==> src/rtl/imem_loader.sv <==
// Framed byte-stream loader that packs little-endian words into IMEM and holds the core until a good load.
// Optional IMEM_LOADER_TIMEOUT_EN: abort a stalled frame after TIMEOUT_CYC idle cycles.
module imem_loader #(
  parameter int addrW       = 16,
  parameter int TIMEOUT_CYC = 1000
) (
  input  logic             sysCLK,
  input  logic             sysRST,
  input  logic [7:0]       inByte,
  input  logic             inValid,
  output logic             inReady,
  output logic [addrW-1:0] imemWAddr,
  output logic [31:0]      imemWData,
  output logic             imemWEn,
  output logic             cpuHold,
  output logic             loadDone,
  output logic             loadErr
);

  typedef enum logic [2:0] {
    S_IDLE,
    S_LEN0,
    S_LEN1,
    S_DATA,
    S_CSUM,
    S_DONE
  } state_e;

  state_e           state_q, state_d;
  logic [15:0]      len_q, len_d;
  logic [15:0]      widx_q, widx_d;
  logic [1:0]       bidx_q, bidx_d;
  logic [31:0]      word_q, word_d;
  logic [7:0]       csum_q, csum_d;
  logic [addrW-1:0] waddr_q, waddr_d;
  logic [31:0]      wdata_q, wdata_d;
  logic             wen_q, wen_d;
  logic             hold_q, hold_d;
  logic             done_q, done_d;
  logic             err_q, err_d;
  logic             accept;
  logic             tmo_hit;
  logic [31:0]      word_nx;

  assign inReady   = (state_q != S_DONE);
  assign accept    = inValid & inReady;
  assign word_nx   = {inByte, word_q[31:8]};
  assign imemWAddr = waddr_q;
  assign imemWData = wdata_q;
  assign imemWEn   = wen_q;
  assign cpuHold   = hold_q;
  assign loadDone  = done_q;
  assign loadErr   = err_q;

`ifdef IMEM_LOADER_TIMEOUT_EN
  localparam int TW = $clog2(TIMEOUT_CYC + 1);
  logic [TW-1:0] tmo_q, tmo_d;

  always_comb begin
    tmo_d   = '0;
    tmo_hit = 1'b0;
    if (state_q inside {S_LEN0, S_LEN1, S_DATA, S_CSUM}) begin
      if (accept) begin
        tmo_d = '0;
      end else if (tmo_q == TW'(TIMEOUT_CYC - 1)) begin
        tmo_hit = 1'b1;
      end else begin
        tmo_d = tmo_q + 1'b1;
      end
    end
  end

  always_ff @(posedge sysCLK) begin
    if (sysRST) tmo_q <= '0;
    else        tmo_q <= tmo_d;
  end
`else
  logic unused_tmo;
  assign unused_tmo = |TIMEOUT_CYC;
  assign tmo_hit    = 1'b0;
`endif

  always_comb begin
    state_d = state_q;
    len_d   = len_q;
    widx_d  = widx_q;
    bidx_d  = bidx_q;
    word_d  = word_q;
    csum_d  = csum_q;
    waddr_d = waddr_q;
    wdata_d = wdata_q;
    wen_d   = 1'b0;
    hold_d  = hold_q;
    done_d  = 1'b0;
    err_d   = err_q;
    unique case (state_q)
      S_IDLE: begin
        if (accept && inByte == 8'hA5) begin
          state_d = S_LEN0;
          hold_d  = 1'b1;
          err_d   = 1'b0;
        end
      end
      S_LEN0: begin
        if (accept) begin
          len_d[7:0] = inByte;
          state_d    = S_LEN1;
        end
      end
      S_LEN1: begin
        if (accept) begin
          len_d[15:8] = inByte;
          widx_d      = '0;
          bidx_d      = '0;
          csum_d      = '0;
          state_d     = ({inByte, len_q[7:0]} == 16'd0) ? S_CSUM : S_DATA;
        end
      end
      S_DATA: begin
        if (accept) begin
          word_d = word_nx;
          csum_d = csum_q ^ inByte;
          bidx_d = bidx_q + 2'd1;
          // last byte of a word: strobe it out next cycle while the stream continues
          if (bidx_q == 2'd3) begin
            wen_d   = 1'b1;
            wdata_d = word_nx;
            waddr_d = widx_q[addrW-1:0];
            widx_d  = widx_q + 16'd1;
            if (widx_q == len_q - 16'd1) state_d = S_CSUM;
          end
        end
      end
      S_CSUM: begin
        if (accept) begin
          if (inByte == csum_q) begin
            state_d = S_DONE;
            done_d  = 1'b1;
            hold_d  = 1'b0;
          end else begin
            state_d = S_IDLE;
            err_d   = 1'b1;
          end
        end
      end
      S_DONE: state_d = S_IDLE;
      default: state_d = S_IDLE;
    endcase
    if (tmo_hit) begin
      state_d = S_IDLE;
      err_d   = 1'b1;
    end
  end

  always_ff @(posedge sysCLK) begin
    if (sysRST) begin
      state_q <= S_IDLE;
      len_q   <= '0;
      widx_q  <= '0;
      bidx_q  <= '0;
      word_q  <= '0;
      csum_q  <= '0;
      waddr_q <= '0;
      wdata_q <= '0;
      wen_q   <= 1'b0;
      hold_q  <= 1'b1;
      done_q  <= 1'b0;
      err_q   <= 1'b0;
    end else begin
      state_q <= state_d;
      len_q   <= len_d;
      widx_q  <= widx_d;
      bidx_q  <= bidx_d;
      word_q  <= word_d;
      csum_q  <= csum_d;
      waddr_q <= waddr_d;
      wdata_q <= wdata_d;
      wen_q   <= wen_d;
      hold_q  <= hold_d;
      done_q  <= done_d;
      err_q   <= err_d;
    end
  end

endmodule

==> config.mk <==
export PLATFORM = sky130hd
export DESIGN_NAME = imem_loader
export DESIGN_NICKNAME = d
export VERILOG_FILES = /design/src/rtl/imem_loader.sv
export SDC_FILE = /design/constraint.sdc
export NUM_CORES = 1
export LEC_CHECK = 0
export BUFFER_PORTS_ARGS = -buffer_cell sky130_fd_sc_hd__clkbuf_2
export CAP_MARGIN = 20
export CORE_UTILIZATION = 52
export DETAILED_ROUTE_END_ITERATION = 16
export HOLD_SLACK_MARGIN = 0.15
export PLACE_DENSITY = 0.79
export SLEW_MARGIN = 0
export SYNTH_ARGS = -nofsm -noshare
export SYNTH_HDL_FRONTEND = slang
export SYNTH_SLANG_ARGS = --single-unit
==> constraint.sdc <==
create_clock -name sysCLK -period 2.5 [get_ports sysCLK]
set_clock_uncertainty 0.05 [all_clocks]
set_input_delay 0.5 -clock sysCLK [delete_from_list [all_inputs] [get_ports sysCLK]]
set_output_delay 0.5 -clock sysCLK [all_outputs]
set_load 0.02 [all_outputs]
==> metrics.md <==
| Metric | Value |
|---|---|
| DIE AREA | `around 0.011 mm2` |
| CTS root buffer | `clkbuf_8` |
| Die H | `103 um` |
| Max-slew violation count | `0` |
| Combinational power share | `0.019` |
| Final #Nets | `762` |
| Share of cells above drive strength 1 | `0.187` |
| Simple-Gate Fraction of Synth Area | `0.254` |
| Final Cell Area | `between 0.006 and 0.007 mm2` |
| Grt total ovfl | `0` |
| # DRC | `0` |
| Cts bufs inserted | `17` |
| Final min period | `between 2000 and 2500 ps` |
| FF+latch count, synth | `between 100 and 150` |
| Crit-path cells | `or4_4, buf_4, or3_1, a32o_1, a31oi_1, or4b_1, o21ai_1` |
| Main combinational cell family by area after synthesis | `simple AND/OR/NAND/NOR gates` |
| R2R Setup Slk | `~110 ps` |
| Max Cap Viol | `0` |
| Clock Tree Buf Depth | `2` |
| First-pass GRT wire length | `22600 um` |
| Worst-Skew Late Latency | `520 ps` |
| Fillers | `approximately 800` |
| PD cells | `712 mW/mm2` |
| TritonCTS Sinks | `121` |
| Fin crit share | `0.957` |
| Unrepaired setup endpoints after global routing | `no` |
| Remaining antenna violation count | `0` |
| Worst setup SP type | `flip-flop` |
| Number of I/O port buffers | `63` |
| Worst R2R End | `state_q[2]` |
| Worst r2r path cells | `7` |
| Post-synthesis mux area share | `0.0171` |
| Register area share after synthesis | `0.460` |
| Sequential share of power | `0.416` |
| Post-CTS Hold Buffers | `0` |
| Critical path type | `flip-flop to flip-flop` |
| Crit-path slowest cell | `or4_4` |
| Post-Synth XOR/XNOR Area | `0.0615` |
| Drt first pass iters | `5` |
| Worst Hold Launch | `inByte[5]` |
| Area grow syn2layout | `23.5%` |
| WP data arrival | `approximately 2700 ps` |
| Ant. Diodes | `0` |
| VDD IR max | `0.424 mV` |
| Buf/Inv on CP | `1` |
| Hold Path Stages | `3` |
| Post-CTS setup buffer count | `0` |
| Slew @ Worst Pin | `646 ps` |
| Top-count cell post-synth | `nand2_1` |
| Top cells by area, synth | `dfxtp_1 46%, nand2_1 13%, a21oi_1 8.9%, xor2_1 3.5%, clkbuf_1 3.0%` |
| Compound-Gate Fraction of Synth Area | `0.154` |
| Post-Syn Nets | `693` |
| Final Hold Fails | `0` |
| Post-synth top flop | `dfxtp_1` |
| Net Sw Power | `1.04 mW` |
| Post-synth ARST share | `0` |
| Synth Instances | `678` |
| CP max FO | `7` |
| Die width | `approximately 100 um` |
| DRT Wirelength | `14000 um` |
| CTS tree | `done` |
| Reg area | `around 0.0024 mm2` |
| DR iter-0 viols | `294` |
| # setup viols final | `0` |
| Fmax | `418 MHz` |
| Worst Path Required | `between 2000 and 3000 ps` |
| Yosys cell types | `52` |
| P_int | `3.59 mW` |
| DR vias/cell | `5.58` |
| WL/cell | `about 16 um` |
| Post-Synth Adder-Cell Area | `0.00950` |
| CP Capture Type | `flip-flop` |
| Multi-input gate area | `0.00267 mm2` |
| Netlist Area Pre-Place | `0.00527 mm2` |
| Largest area contributor in the netlist | `dfxtp_1` |
| Avg Cell Area, Syn | `7.77 um2` |
| Core area | `0.00982 mm2` |
| Hold EP | `imemWData[29]` |
| Num rows | `36` |
| Slew headroom | `0.565` |
| Clock power share | `0.565` |
| Synth top area share | `0.460` |
| IO Count | `64` |
| Starting Density | `0.537` |
| Setup TNS | `0 ps` |
| Synth warn | `0` |
| Leak | `2.44 nW` |
| Vias in the first global route | `4533` |
| Reg-to-Reg Start | `len_q[0]` |
| Clock slew at reported path FFs | `70 ps` |
| Via count | `4986` |
| Initial antenna violation count | `0` |
| Hold crit path type | `input pin to flip-flop` |
| Global-route usage over all layers | `0.281` |
| Core Util, Final | `0.663` |
| DP Area | `0.00584 mm2` |
| Most frequent cells after synthesis | `186 x nand2_1, 121 x dfxtp_1, 94 x a21oi_1` |
| Sw frac | `0.224` |
| Final GP Congestion | `0.932` |
| Status | `complete, no violations` |
| Largest net degree at the start of global routing | `50` |
| Post-DP HPWL | `between 9000 and 10000 um` |
| # H-tree levels | `4` |
| Crit-path leading delay family | `simple AND/OR/NAND/NOR gates` |
| CP peak stage delay | `around 560 ps` |
| EDFF count, synth | `0` |
-- power by group through the flow --
stage / Clock, mW / Sequential (mW) / Combinational, mW
global placement: 0 / 1.97 / 0.0819
floorplan: 0 / 1.97 / 0.0501
detailed placement: 0 / 1.97 / 0.0839
global route: 2.71 / 1.93 / 0.0925
finish: 2.62 / 1.93 / 0.0860
CTS: 2.63 / 1.93 / 0.0846
-- layout by cell type (no fill, tap or decap), types with 2 or more instances in the layout --
cell type    n
a211oi_1     2
a21oi_1     94
a22oi_1      2
a41oi_1      2
and2_1      10
and3_1       2
buf_4       35
bufinv_16    4
clkbuf_16   16
clkbuf_2    62
clkinv_4     3
dfxtp_1    120
ha_1         4
inv_1       13
inv_6        6
mux2i_1      9
nand2_1    186
nand2b_1     4
nand3_1      8
nand4_1      4
nor2_1      40
nor2b_1      3
nor3_1       7
nor3b_1      2
nor4_1      11
nor4_2       2
o2111ai_1    2
o211ai_1     2
o21ai_0     25
o221ai_1     2
o31ai_1      2
or3_1        6
or4_1        2
xnor2_1     16
xor2_1      21
-- sequential cells by signal (all words and copies together), names as in the netlist --
signal	cells
bidx_q	2
cpuHold	1
csum_q	8
imemWAddr	16
imemWData	32
imemWEn	1
len_q	16
loadDone	1
loadErr	1
state_q	3
widx_q	16
word_q	24
-- layer usage --
layer / track usage / vias to the layer above / wire length [um]
li1: - / 2425 / -
met1: 0.371 / 2352 / 6410
met2: 0.449 / 181 / 6510
met3: 0.0719 / 28 / 810
met4: 0.0890 / 0 / 238
met5: 0 / - / 0
-- cell families after synthesis --
| group | Yosys count |
|---|---|
| AND/OR/NAND/NOR | 301 |
| XOR/XNOR | 37 |
| adder cells (fa/ha/maj) | 4 |
| buffers and inverters | 61 |
| AO/OA/AOI/OAI | 145 |
| flip-flops | 121 |
| multiplexers | 9 |
-- through the flow --
| stage | hold WS [ps] | setup slack [ps] | cells | total power, mW |
|---|---|---|---|---|
| detailed placement | 395 | 26.5 | 861 | 2.06 |
| global placement | 391 | 93.8 | 861 | 2.05 |
| global route | 231 | 5.54 | 893 | 4.73 |
| CTS | 208 | 1.86 | 893 | 4.64 |
| floorplan | 382 | 110 | 678 | 2.02 |
| finish | 217 | 108 | 893 | 4.63 |
-- what timing repair did --
item                       4_1_cts  5_1_grt
resized for setup                0        9
hold endpoints to repair         0        0
setup endpoints to repair        0        3
-- worst max path at each step --
stage	start	end	slack (ps)	depth (start not counted)
final	len_q[0]	state_q[2]	110	7
after detailed placement	len_q[0]	state_q[2]	30	8
after global placement	len_q[0]	state_q[2]	90	8
after global routing	len_q[0]	state_q[2]	6	6
after CTS	len_q[0]	state_q[2]	2	8
after floorplan	len_q[0]	state_q[2]	110	7
-- layout make-up --
type / instances / area share
multi-input cells: 496 / 0.410
flip-flops and latches: 121 / 0.372
repair buffers: 98 / 0.0888
clock buffers: 17 / 0.0636
clock inverters: 15 / 0.0325
well taps: 133 / 0.0256
inverters: 13 / 0.00750
-- worst reg2reg max path: cells and delay by family, from the launching register on --
family	cells	cell delay (ps)
AO/OA/AOI/OAI	3	650
flip-flops	1	340
buffers and inverters	1	180
AND/OR/NAND/NOR	3	1050
Power figures use the tool's default switching activity.
